[src/rtl/cgr_kmer_addr_if.sv]
// cgr_kmer_addr_if: symbol-in / address-out handshake bundle of the CGR
// k-mer address generator. The master modport is the generator side and the
// slave modport is the environment (symbol decoder plus CGR count RAM).
interface cgr_kmer_addr_if #(
  parameter int K_MAX = 8
) ();
  logic                 sym_valid;
  logic [1:0]           sym;
  logic                 sym_n;
  logic                 sym_ready;
  logic [2*K_MAX-1:0]   addr;
  logic                 addr_valid;
  logic                 addr_ready;
  logic                 clr_ram;

  modport master (
    input  sym_valid, sym, sym_n, addr_ready,
    output sym_ready, addr, addr_valid, clr_ram
  );

  modport slave (
    output sym_valid, sym, sym_n, addr_ready,
    input  sym_ready, addr, addr_valid, clr_ram
  );
endinterface

[src/rtl/cgr_kmer_addr.sv]
// cgr_kmer_addr: converts a stream of 2-bit DNA symbols into chaos-game-
// representation k-mer addresses {x_field, y_field} for the CGR count RAM.
// A start first sweeps every RAM address with clr_ram=1, then the RUN phase
// emits one address per accepted symbol once the window holds k symbols.
// An ambiguous base (sym_n) restarts the window.
// Optional statistics (n_cnt_o, stall_cnt_o) are built when CGR_STATS_EN
// is defined. K_MAX must be at least 2.
module cgr_kmer_addr #(
  parameter int K_MAX   = 8,
  parameter int CTR_LEN = 16
) (
  input  logic                        clk,
  input  logic                        rst,
  cgr_kmer_addr_if.master             bus,
  input  logic                        start_i,
  input  logic                        stop_i,
  input  logic [$clog2(K_MAX+1)-1:0]  cfg_k_i,
  output logic                        busy_o,
  output logic [CTR_LEN-1:0]          kmer_cnt_o
`ifdef CGR_STATS_EN
  ,
  output logic [CTR_LEN-1:0]          n_cnt_o,
  output logic [CTR_LEN-1:0]          stall_cnt_o
`endif
);

  localparam int            KW      = $clog2(K_MAX+1);
  localparam int            AW      = 2*K_MAX;
  localparam logic [KW-1:0] K_MAX_W = KW'(K_MAX);

  typedef enum logic [1:0] {
    ST_IDLE  = 2'd0,
    ST_CLEAR = 2'd1,
    ST_RUN   = 2'd2
  } state_e;

  // Saturating +1 used by every event counter.
  function automatic logic [CTR_LEN-1:0] sat_inc(input logic [CTR_LEN-1:0] v);
    if (v == {CTR_LEN{1'b1}}) begin
      return v;
    end else begin
      return v + CTR_LEN'(1);
    end
  endfunction

  // Orders outside 1..K_MAX fall back to the maximum order.
  function automatic logic [KW-1:0] clamp_k(input logic [KW-1:0] k);
    if ((k == {KW{1'b0}}) || (k > K_MAX_W)) begin
      return K_MAX_W;
    end else begin
      return k;
    end
  endfunction

  // Right-justify the newest k bits of a shift register: newest lands on
  // bit k-1, the oldest in-window bit on bit 0, everything above is zero.
  function automatic logic [K_MAX-1:0] justify(input logic [K_MAX-1:0] s,
                                               input logic [KW-1:0]    k);
    return s >> (K_MAX_W - k);
  endfunction

  state_e               state_q, state_d;
  logic [KW-1:0]        k_lat_q, k_lat_d;
  logic [KW-1:0]        fill_q, fill_d;
  logic [K_MAX-1:0]     sx_q, sx_d;
  logic [K_MAX-1:0]     sy_q, sy_d;
  logic [AW-1:0]        addr_q, addr_d;
  logic                 addr_valid_q, addr_valid_d;
  logic                 clr_ram_q, clr_ram_d;
  logic                 stop_q, stop_d;
  logic [CTR_LEN-1:0]   kmer_cnt_q, kmer_cnt_d;
`ifdef CGR_STATS_EN
  logic [CTR_LEN-1:0]   n_cnt_q, n_cnt_d;
  logic [CTR_LEN-1:0]   stall_cnt_q, stall_cnt_d;
`endif

  logic                 sym_ready_s;
  logic                 sym_acc_s;
  logic                 addr_hs_s;
  logic [K_MAX-1:0]     sx_shift_s;
  logic [K_MAX-1:0]     sy_shift_s;
  logic [KW-1:0]        fill_inc_s;

  // A stop already seen blocks further symbols so the pending address can drain.
  assign sym_ready_s = (state_q == ST_RUN) && !stop_q && (!addr_valid_q || bus.addr_ready);
  assign sym_acc_s   = bus.sym_valid && sym_ready_s;
  assign addr_hs_s   = addr_valid_q && bus.addr_ready;
  assign sx_shift_s  = {bus.sym[1], sx_q[K_MAX-1:1]};
  assign sy_shift_s  = {bus.sym[0], sy_q[K_MAX-1:1]};
  assign fill_inc_s  = (fill_q >= k_lat_q) ? k_lat_q : (fill_q + KW'(1));

  // Next-state and datapath update for the IDLE / CLEAR / RUN controller.
  always_comb begin
    state_d      = state_q;
    k_lat_d      = k_lat_q;
    fill_d       = fill_q;
    sx_d         = sx_q;
    sy_d         = sy_q;
    addr_d       = addr_q;
    addr_valid_d = addr_valid_q;
    clr_ram_d    = clr_ram_q;
    stop_d       = stop_q;
    kmer_cnt_d   = kmer_cnt_q;
`ifdef CGR_STATS_EN
    n_cnt_d      = n_cnt_q;
    stall_cnt_d  = stall_cnt_q;
`endif
    case (state_q)
      ST_IDLE: begin
        if (start_i) begin
          state_d      = ST_CLEAR;
          k_lat_d      = clamp_k(cfg_k_i);
          fill_d       = {KW{1'b0}};
          sx_d         = {K_MAX{1'b0}};
          sy_d         = {K_MAX{1'b0}};
          kmer_cnt_d   = {CTR_LEN{1'b0}};
          addr_d       = {AW{1'b0}};
          addr_valid_d = 1'b1;
          clr_ram_d    = 1'b1;
          stop_d       = 1'b0;
`ifdef CGR_STATS_EN
          n_cnt_d      = {CTR_LEN{1'b0}};
          stall_cnt_d  = {CTR_LEN{1'b0}};
`endif
        end else begin
          state_d = ST_IDLE;
        end
      end

      ST_CLEAR: begin
        // The address register doubles as the sweep counter.
        if (addr_hs_s) begin
          if (addr_q == {AW{1'b1}}) begin
            state_d      = ST_RUN;
            addr_d       = {AW{1'b0}};
            addr_valid_d = 1'b0;
            clr_ram_d    = 1'b0;
          end else begin
            addr_d = addr_q + AW'(1);
          end
        end else begin
          state_d = ST_CLEAR;
        end
      end

      ST_RUN: begin
        if (addr_hs_s) begin
          addr_valid_d = 1'b0;
        end else begin
          addr_valid_d = addr_valid_q;
        end

        if (sym_acc_s) begin
          if (bus.sym_n) begin
            fill_d = {KW{1'b0}};
            sx_d   = {K_MAX{1'b0}};
            sy_d   = {K_MAX{1'b0}};
`ifdef CGR_STATS_EN
            n_cnt_d = sat_inc(n_cnt_q);
`endif
          end else begin
            sx_d   = sx_shift_s;
            sy_d   = sy_shift_s;
            fill_d = fill_inc_s;
            if (fill_inc_s == k_lat_q) begin
              addr_d       = {justify(sx_shift_s, k_lat_q), justify(sy_shift_s, k_lat_q)};
              addr_valid_d = 1'b1;
              kmer_cnt_d   = sat_inc(kmer_cnt_q);
            end else begin
              addr_d = addr_q;
            end
          end
        end else begin
          fill_d = fill_q;
        end

`ifdef CGR_STATS_EN
        if (bus.sym_valid && !sym_ready_s) begin
          stall_cnt_d = sat_inc(stall_cnt_q);
        end else begin
          stall_cnt_d = stall_cnt_q;
        end
`endif

        if (stop_q) begin
          if (!addr_valid_q || bus.addr_ready) begin
            state_d      = ST_IDLE;
            addr_valid_d = 1'b0;
            stop_d       = 1'b0;
          end else begin
            state_d = ST_RUN;
          end
        end else if (stop_i) begin
          stop_d = 1'b1;
        end else begin
          stop_d = stop_q;
        end
      end

      default: begin
        state_d      = ST_IDLE;
        addr_valid_d = 1'b0;
        clr_ram_d    = 1'b0;
        stop_d       = 1'b0;
      end
    endcase
  end

  // State and datapath registers with asynchronous reset.
  always_ff @(posedge clk or posedge rst) begin
    if (rst) begin
      state_q      <= ST_IDLE;
      k_lat_q      <= K_MAX_W;
      fill_q       <= {KW{1'b0}};
      sx_q         <= {K_MAX{1'b0}};
      sy_q         <= {K_MAX{1'b0}};
      addr_q       <= {AW{1'b0}};
      addr_valid_q <= 1'b0;
      clr_ram_q    <= 1'b0;
      stop_q       <= 1'b0;
      kmer_cnt_q   <= {CTR_LEN{1'b0}};
`ifdef CGR_STATS_EN
      n_cnt_q      <= {CTR_LEN{1'b0}};
      stall_cnt_q  <= {CTR_LEN{1'b0}};
`endif
    end else begin
      state_q      <= state_d;
      k_lat_q      <= k_lat_d;
      fill_q       <= fill_d;
      sx_q         <= sx_d;
      sy_q         <= sy_d;
      addr_q       <= addr_d;
      addr_valid_q <= addr_valid_d;
      clr_ram_q    <= clr_ram_d;
      stop_q       <= stop_d;
      kmer_cnt_q   <= kmer_cnt_d;
`ifdef CGR_STATS_EN
      n_cnt_q      <= n_cnt_d;
      stall_cnt_q  <= stall_cnt_d;
`endif
    end
  end

  assign bus.sym_ready  = sym_ready_s;
  assign bus.addr       = addr_q;
  assign bus.addr_valid = addr_valid_q;
  assign bus.clr_ram    = clr_ram_q;
  assign busy_o         = (state_q != ST_IDLE);
  assign kmer_cnt_o     = kmer_cnt_q;
`ifdef CGR_STATS_EN
  assign n_cnt_o        = n_cnt_q;
  assign stall_cnt_o    = stall_cnt_q;
`endif

endmodule

[src/flat_wrapper.sv]
// flat-port wrapper written by rule: the top's interface ports become plain ports
module cgr_kmer_addr_flat 
#(
  parameter int K_MAX   = 8,
  parameter int CTR_LEN = 16
)
  (clk, rst, start_i, stop_i, cfg_k_i, busy_o, kmer_cnt_o, bus_sym_valid, bus_sym, bus_sym_n, bus_addr_ready, bus_sym_ready, bus_addr, bus_addr_valid, bus_clr_ram);
  cgr_kmer_addr_if #(.K_MAX(K_MAX)) bus_i ();
  input  logic clk;
  input  logic rst;
  input  logic start_i;
  input  logic stop_i;
  input  logic [$clog2(K_MAX+1)-1:0] cfg_k_i;
  output logic busy_o;
  output logic [CTR_LEN-1:0] kmer_cnt_o;
  input wire logic [$bits(bus_i.sym_valid)-1:0] bus_sym_valid;
  input wire logic [$bits(bus_i.sym)-1:0] bus_sym;
  input wire logic [$bits(bus_i.sym_n)-1:0] bus_sym_n;
  input wire logic [$bits(bus_i.addr_ready)-1:0] bus_addr_ready;
  output wire logic [$bits(bus_i.sym_ready)-1:0] bus_sym_ready;
  output wire logic [$bits(bus_i.addr)-1:0] bus_addr;
  output wire logic [$bits(bus_i.addr_valid)-1:0] bus_addr_valid;
  output wire logic [$bits(bus_i.clr_ram)-1:0] bus_clr_ram;
  assign bus_i.sym_valid = bus_sym_valid;
  assign bus_i.sym = bus_sym;
  assign bus_i.sym_n = bus_sym_n;
  assign bus_i.addr_ready = bus_addr_ready;
  assign bus_sym_ready = bus_i.sym_ready;
  assign bus_addr = bus_i.addr;
  assign bus_addr_valid = bus_i.addr_valid;
  assign bus_clr_ram = bus_i.clr_ram;
  cgr_kmer_addr #(.K_MAX(K_MAX), .CTR_LEN(CTR_LEN)) u_core (.clk(clk), .rst(rst), .bus(bus_i), .start_i(start_i), .stop_i(stop_i), .cfg_k_i(cfg_k_i), .busy_o(busy_o), .kmer_cnt_o(kmer_cnt_o));
endmodule
[config.mk]
export PLATFORM = sky130hd
export DESIGN_NAME = cgr_kmer_addr_flat
export DESIGN_NICKNAME = d
export VERILOG_FILES = /design/src/rtl/cgr_kmer_addr_if.sv /design/src/rtl/cgr_kmer_addr.sv /design/src/flat_wrapper.sv
export SDC_FILE = /design/constraint.sdc
export NUM_CORES = 1
export LEC_CHECK = 0
export CAP_MARGIN = 5
export CORE_ASPECT_RATIO = 1.25
export CORE_MARGIN = 5
export CORE_UTILIZATION = 37
export CTS_CLUSTER_DIAMETER = 60
export CTS_CLUSTER_SIZE = 25
export DETAILED_ROUTE_END_ITERATION = 16
export GPL_TIMING_DRIVEN = 0
export REMOVE_ABC_BUFFERS = 1
export SKIP_CTS_REPAIR_TIMING = 1
export SYNTH_ARGS = -nofsm -noshare
export SYNTH_HDL_FRONTEND = slang
export SYNTH_SLANG_ARGS = --single-unit
[constraint.sdc]
create_clock -name clk -period 3.5 [get_ports clk]
set_input_delay 1.05 -clock clk [delete_from_list [all_inputs] [get_ports clk]]
set_output_delay 1.05 -clock clk [all_outputs]
set_load 0.1 [all_outputs]
==> Yosys cells after proc, flatten, opt, wreduce, memory -nomap -nowiden <==
Index checks and enable logic that the tools add are counted.
{ "word_totals": {"ff_bits": 61, "latchBits": 0, "ram_bits": 0, "rom_bits": 0, "elab_cells": 102, "memories": 0} }
{ "op_classes": {"addsub": 4, "mul": 0, "div": 0, "order_cmp": 2, "eq_ne": 14, "n_shift": 2, "n_mux": 47, "n_bitwise": 2, "n_reduce_logical": 21} }
{ "ops": {"columns": ["cell", "n"], "rows": [
  ["$mux W16", 10],
  ["$pmux W16 S3", 1],
  ["$mux W8", 5],
  ["$add A16 B1 Y16 const B", 2],
  ["$eq A16 B16 Y1 const B", 2],
  ["$pmux W16 S2", 1],
  ["$pmux W8 S2", 2],
  ["$mux W4", 5],
  ["$shr A8 B4 Y8", 2],
  ["$mux W1", 14],
  ["$reduce_and A6 Y1", 2],
  ["$pmux W1 S3", 3],
  ["$mux W2", 4],
  ["$ne A2 B1 Y1 const B", 4],
  ["$ne A2 B2 Y1 const B", 4],
  ["$pmux W4 S2", 1],
  ["$pmux W2 S3", 1],
  ["$reduce_and A2 Y1", 3],
  ["$reduce_and A3 Y1", 2],
  ["$add A4 B1 Y4 const B", 1],
  ["$eq A4 B4 Y1", 1],
  ["$ge A4 B4 Y1", 1],
  ["$gt A4 B4 Y1 const B", 1],
  ["$logic_and A1 B1 Y1", 4],
  ["12 further kinds", 16]
]} }

==> Longest topological paths before layout <==
{ "logic_depth": {"word_depth": 9, "depth_mapped": 12} }

==> Worst setup path before layout <==
OpenSTA, ideal clock, no wires.
{ "synth_path": {"path_kind": "register -> output", "from": "register u_core.state_q[0]", "to": "output port bus_sym_ready", "t_arrival_ps": 2357, "required_time_ps": 2450, "path_slack_ps": 93, "path_stages_with_launch": 7, "cell_sequence": "dfrtp_1 -> inv_1 -> ha_1 -> buf_4 -> clkbuf_1 -> nand2b_1 -> nor2_1"} }
{ "synth_between": {"elab_chain_len": 3} }
{ "synth_lines": {"columns": ["item", "line", "source"], "rows": [
  ["from (decl)", "cgr_kmer_addr.sv:62", "state_e state_q, state_d;"],
  ["from (signal assigned)", "cgr_kmer_addr.sv:227", "state_q <= state_d;"],
  ["$eq A2 B2 Y1", "cgr_kmer_addr.sv:85", "assign sym_ready_s = (state_q == ST_RUN) && !stop_q && (!addr_valid_q || bus.addr_ready);"],
  ["$logic_and A1 B1 Y1 (2 in series)", "cgr_kmer_addr.sv:85", null],
  ["to (decl)", "flat_wrapper.sv:20", "output wire logic [$bits(bus_i.sym_ready)-1:0] bus_sym_ready;"]
]} }
No other way between the ends.

==> Worst setup path in the final report <==
{ "layout_path": {"from": "input port bus_addr_ready", "to": "output port bus_sym_ready"} }
{ "layout_between": {"elab_chain_len": 2} }
{ "layout_lines": {"columns": ["item", "line", "source"], "rows": [
  ["from (decl)", "flat_wrapper.sv:19", "input wire logic [$bits(bus_i.addr_ready)-1:0] bus_addr_ready;"],
  ["$logic_or A1 B1 Y1", "cgr_kmer_addr.sv:85", null],
  ["$logic_and A1 B1 Y1", "cgr_kmer_addr.sv:85", null]
]} }
No other way between the ends.

==> results_dict.tcl <==
set metrics [dict create \
    areaGrowthSynthToFinish_pct 22.19 \
    cts_tree "yes" \
    setup_repair_after_global_routing_missed_its_margin "no" \
    finalWirelength_mm 10.47 \
    reg2reg_depth 8 \
    ys_types 61 \
    detailedRoute.firstIterationViolations 197 \
    die_h_um 125.0 \
    clock_power_share_pct 22.1 \
    wl_per_cell_um 17.17 \
    grt_start_max_net_pins 31 \
    synth.cells.most_frequent "dfrtp_1, nand2_1, o21ai_0" \
    power_switching_mw 1.767 \
    ys_top_cells_by_area "dfrtp_1, o21ai_0, nand2_1, a22o_1, ha_1" \
    worstHoldStart "u_core.sx_q[1]" \
    std_cell_rows 42 \
    clock_latency_on_the_worst_skew_pair_ns 0.33 \
    run_status "completed" \
    post_drt_via_cell_ratio 5.789 \
    wire_length_of_the_first_global_routing_pass_mm 17.37 \
    power.density_nw_per_um2 752.2 \
    drive_above_1_share_pct 9.414 \
    dp_hpwl_mm 7.498 \
    finalCritPeriodShare_pct 95.93 \
    critPathKind "input port to output pin" \
    antenna_left 0 \
    portBuffers 48 \
    utilization_pct 45.72 \
    fin_skew_ns 0.005462 \
    timing_max_transition_violations_final 0 \
    netlist_instances 431 \
    synth_area_leader_cell "dfrtp_1" \
    top_area_cell_type_share_of_the_netlist_area_pct 37.10 \
    cell_internal_pwr_mw 1.829 \
    peakVddDrop_v 0.0003486 \
    post_synth.cell_area_avg_um2 9.078 \
    holdPathEnd "u_core.sx_q[1]" \
    clkSinkCount 59 \
    gp_congestion 0.9004 \
    finalPower_mw 3.596 \
    timing.max_cap.violations 0 \
    number_of_standard_cells_in_the_final_layout_excluding_fillers 610 \
    crit-reg2reg-capture "u_core.bus.addr[10]" \
    max-clock-path-buffers 2 \
    overall_die_width_um 102.0 \
    hold_depth 1 \
    start_kind "input port" \
    multi_input_comb_area_um2 2291 \
    clkSlewWorstSetupHoldPaths_ns 0.05 \
    sequentialPowerShare_pct 25.2 \
    postSynth.asyncResetShare_pct 100.0 \
    combinationalPowerShare_pct 52.8 \
    num-nets-final 498 \
    synth.ff_latch_count 59 \
    cts_max_level 3 \
    number_of_global_route_vias_before_repair 3529 \
    num_vias 3531 \
    ys.flop_type "dfrtp_1" \
    floorplan.io_pins 49 \
    ff_latch_area_um2 1481 \
    clock_tree.root_cell "clkbuf_16" \
    synth_area_um2 3913 \
    overflow 0 \
    crit-reg2reg-launch "u_core.k_lat_q[0]" \
    synth_edf_count 0 \
    core_region_area_um2 10460 \
    min-delay-path-class "flop to flop" \
    initial_utilization_pct 37.41 \
    finalSetupViolations 0 \
    critPathArrivalTime_ns 2.31 \
    critPathRequiredTime_ns 2.45 \
    firstDrtPassIters 5 \
    synth_sequential_area_ratio_pct 37.77 \
    groute.usage.overall_pct 16.83 \
    critical_path.max_fanout 5 \
    setup.reg_to_reg.worst_slack_ns 0.36 \
    relSlewSlack_pct 7.575 \
    worst_slew_pin_slew_ns 1.375 \
    antenna_cells 0 \
    numPlacedInstances 592 \
    drc 0 \
    grt_antenna_before_repair 0 \
    cts_inserted_buffers 9 \
    timing.fmax_mhz 297.8 \
    design.die.area_um2 12740 \
    warning_count_from_the_yosys_run 0 \
    synthMostInstantiatedCell "dfrtp_1" \
    finalHoldViolations 0 \
    finalWorstPathRequiredPeriod_ns 3.358 \
    p_leak_nw 1.923 \
    timing.critical_path.to_type "output pin" \
    fill_cells 1032 \
    switching_part_of_the_total_power_pct 49.14 \
]
how the worst max path moves through the flow:
stage / startpoint / end / slack, ns / cells past startpoint
final: bus_addr_ready / bus_sym_ready / 0.14 / 4
after CTS: u_core.k_lat_q[0] / u_core.bus.addr[10] / -0.57 / 7
after global placement: bus_addr_ready / bus_sym_ready / -0.54 / 4
after global routing: bus_addr_ready / bus_sym_ready / 0.07 / 4
after detailed placement: bus_addr_ready / bus_sym_ready / -0.54 / 4
after floorplan: bus_addr_ready / bus_sym_ready / 0.1 / 2
final cells by class:
class                           count  area share, %
Multi-Input combinational cell    335          47.92
Sequential cell                    59          30.99
Timing Repair Buffer               51          10.81
Clock buffer                       11          4.868
Tap cell                          132          3.455
Inverter                           17          1.335
Clock inverter                      5         0.6281
cell families (layout without fill, tap and decap cells):
family | after synthesis | in the layout | synth area share [%]
compound gates | 134 | 134 | 23.06
xor+xnor | 11 | 11 | 2.814
fa+ha+maj | 12 | 12 | 3.837
buf+inv | 37 | 84 | 3.997
flops | 59 | 59 | 37.77
mux | 23 | 23 | 8.059
simple gates | 155 | 155 | 20.47
worst max-delay path, stage by stage:
cell             delay, ns
clkdlybuf4s50_1       0.58
nor2_1                0.08
nor2_1                0.12
clkbuf_2              0.47
per-layer routing:
layer	routed length [um]	global-route usage [%]
met1	4490	21.96
met2	5179	27.02
met5	0	0
met3	529	3.175
met4	274	7.181
registers in the layout, indices dropped and copies added, names as in the netlist:
register	flops
u_core.k_lat_q	4
u_core.bus.addr_valid	1
u_core.state_q	2
u_core.fill_q	4
u_core.stop_q	1
u_core.sx_q	7
u_core.kmer_cnt_o	16
u_core.sy_q	7
u_core.bus.addr	16
u_core.bus.clr_ram	1
power by group through the flow:
stage	Combinational, mW	Clock [mW]	Sequential (mW)
2_1_floorplan	1.19	0	1.08
3_3_place_gp	1.81	0	0.907
3_5_place_dp	1.85	0	0.911
4_1_cts	1.86	0.811	0.899
5_1_grt	2.08	0.838	0.928
6_report	1.90	0.794	0.905
metrics by stage:
| stage | hold WS [ns] | cell area [um^2] | TNS [ns] | worst slack (ns) |
|---|---|---|---|---|
| finish | 0.5087 | 4781 | 0 | 0.1423 |
| global route | 0.5592 | 4781 | 0 | 0.07096 |
| global placement | 0.4864 | 4466 | -19.84 | -0.5390 |
| detailed placement | 0.5022 | 4494 | -6.739 | -0.5447 |
| floorplan | 0.4684 | 3820 | 0 | 0.09551 |
| CTS | 0.5174 | 4757 | -7.386 | -0.5685 |
placed cells by master (no fill, tap or decap), drive strengths merged, types with 9 or more instances in the layout:
master         count
dfrtp             58
clkdlybuf4s50     46
o21ai             45
nand2             44
nor2              28
a21oi             22
a22o              18
inv               17
nand3             16
nor3              13
ha                12
clkbuf            12
nand2b            11
o31ai              9
mux2i              9
(Power assumes the default switching activity.)
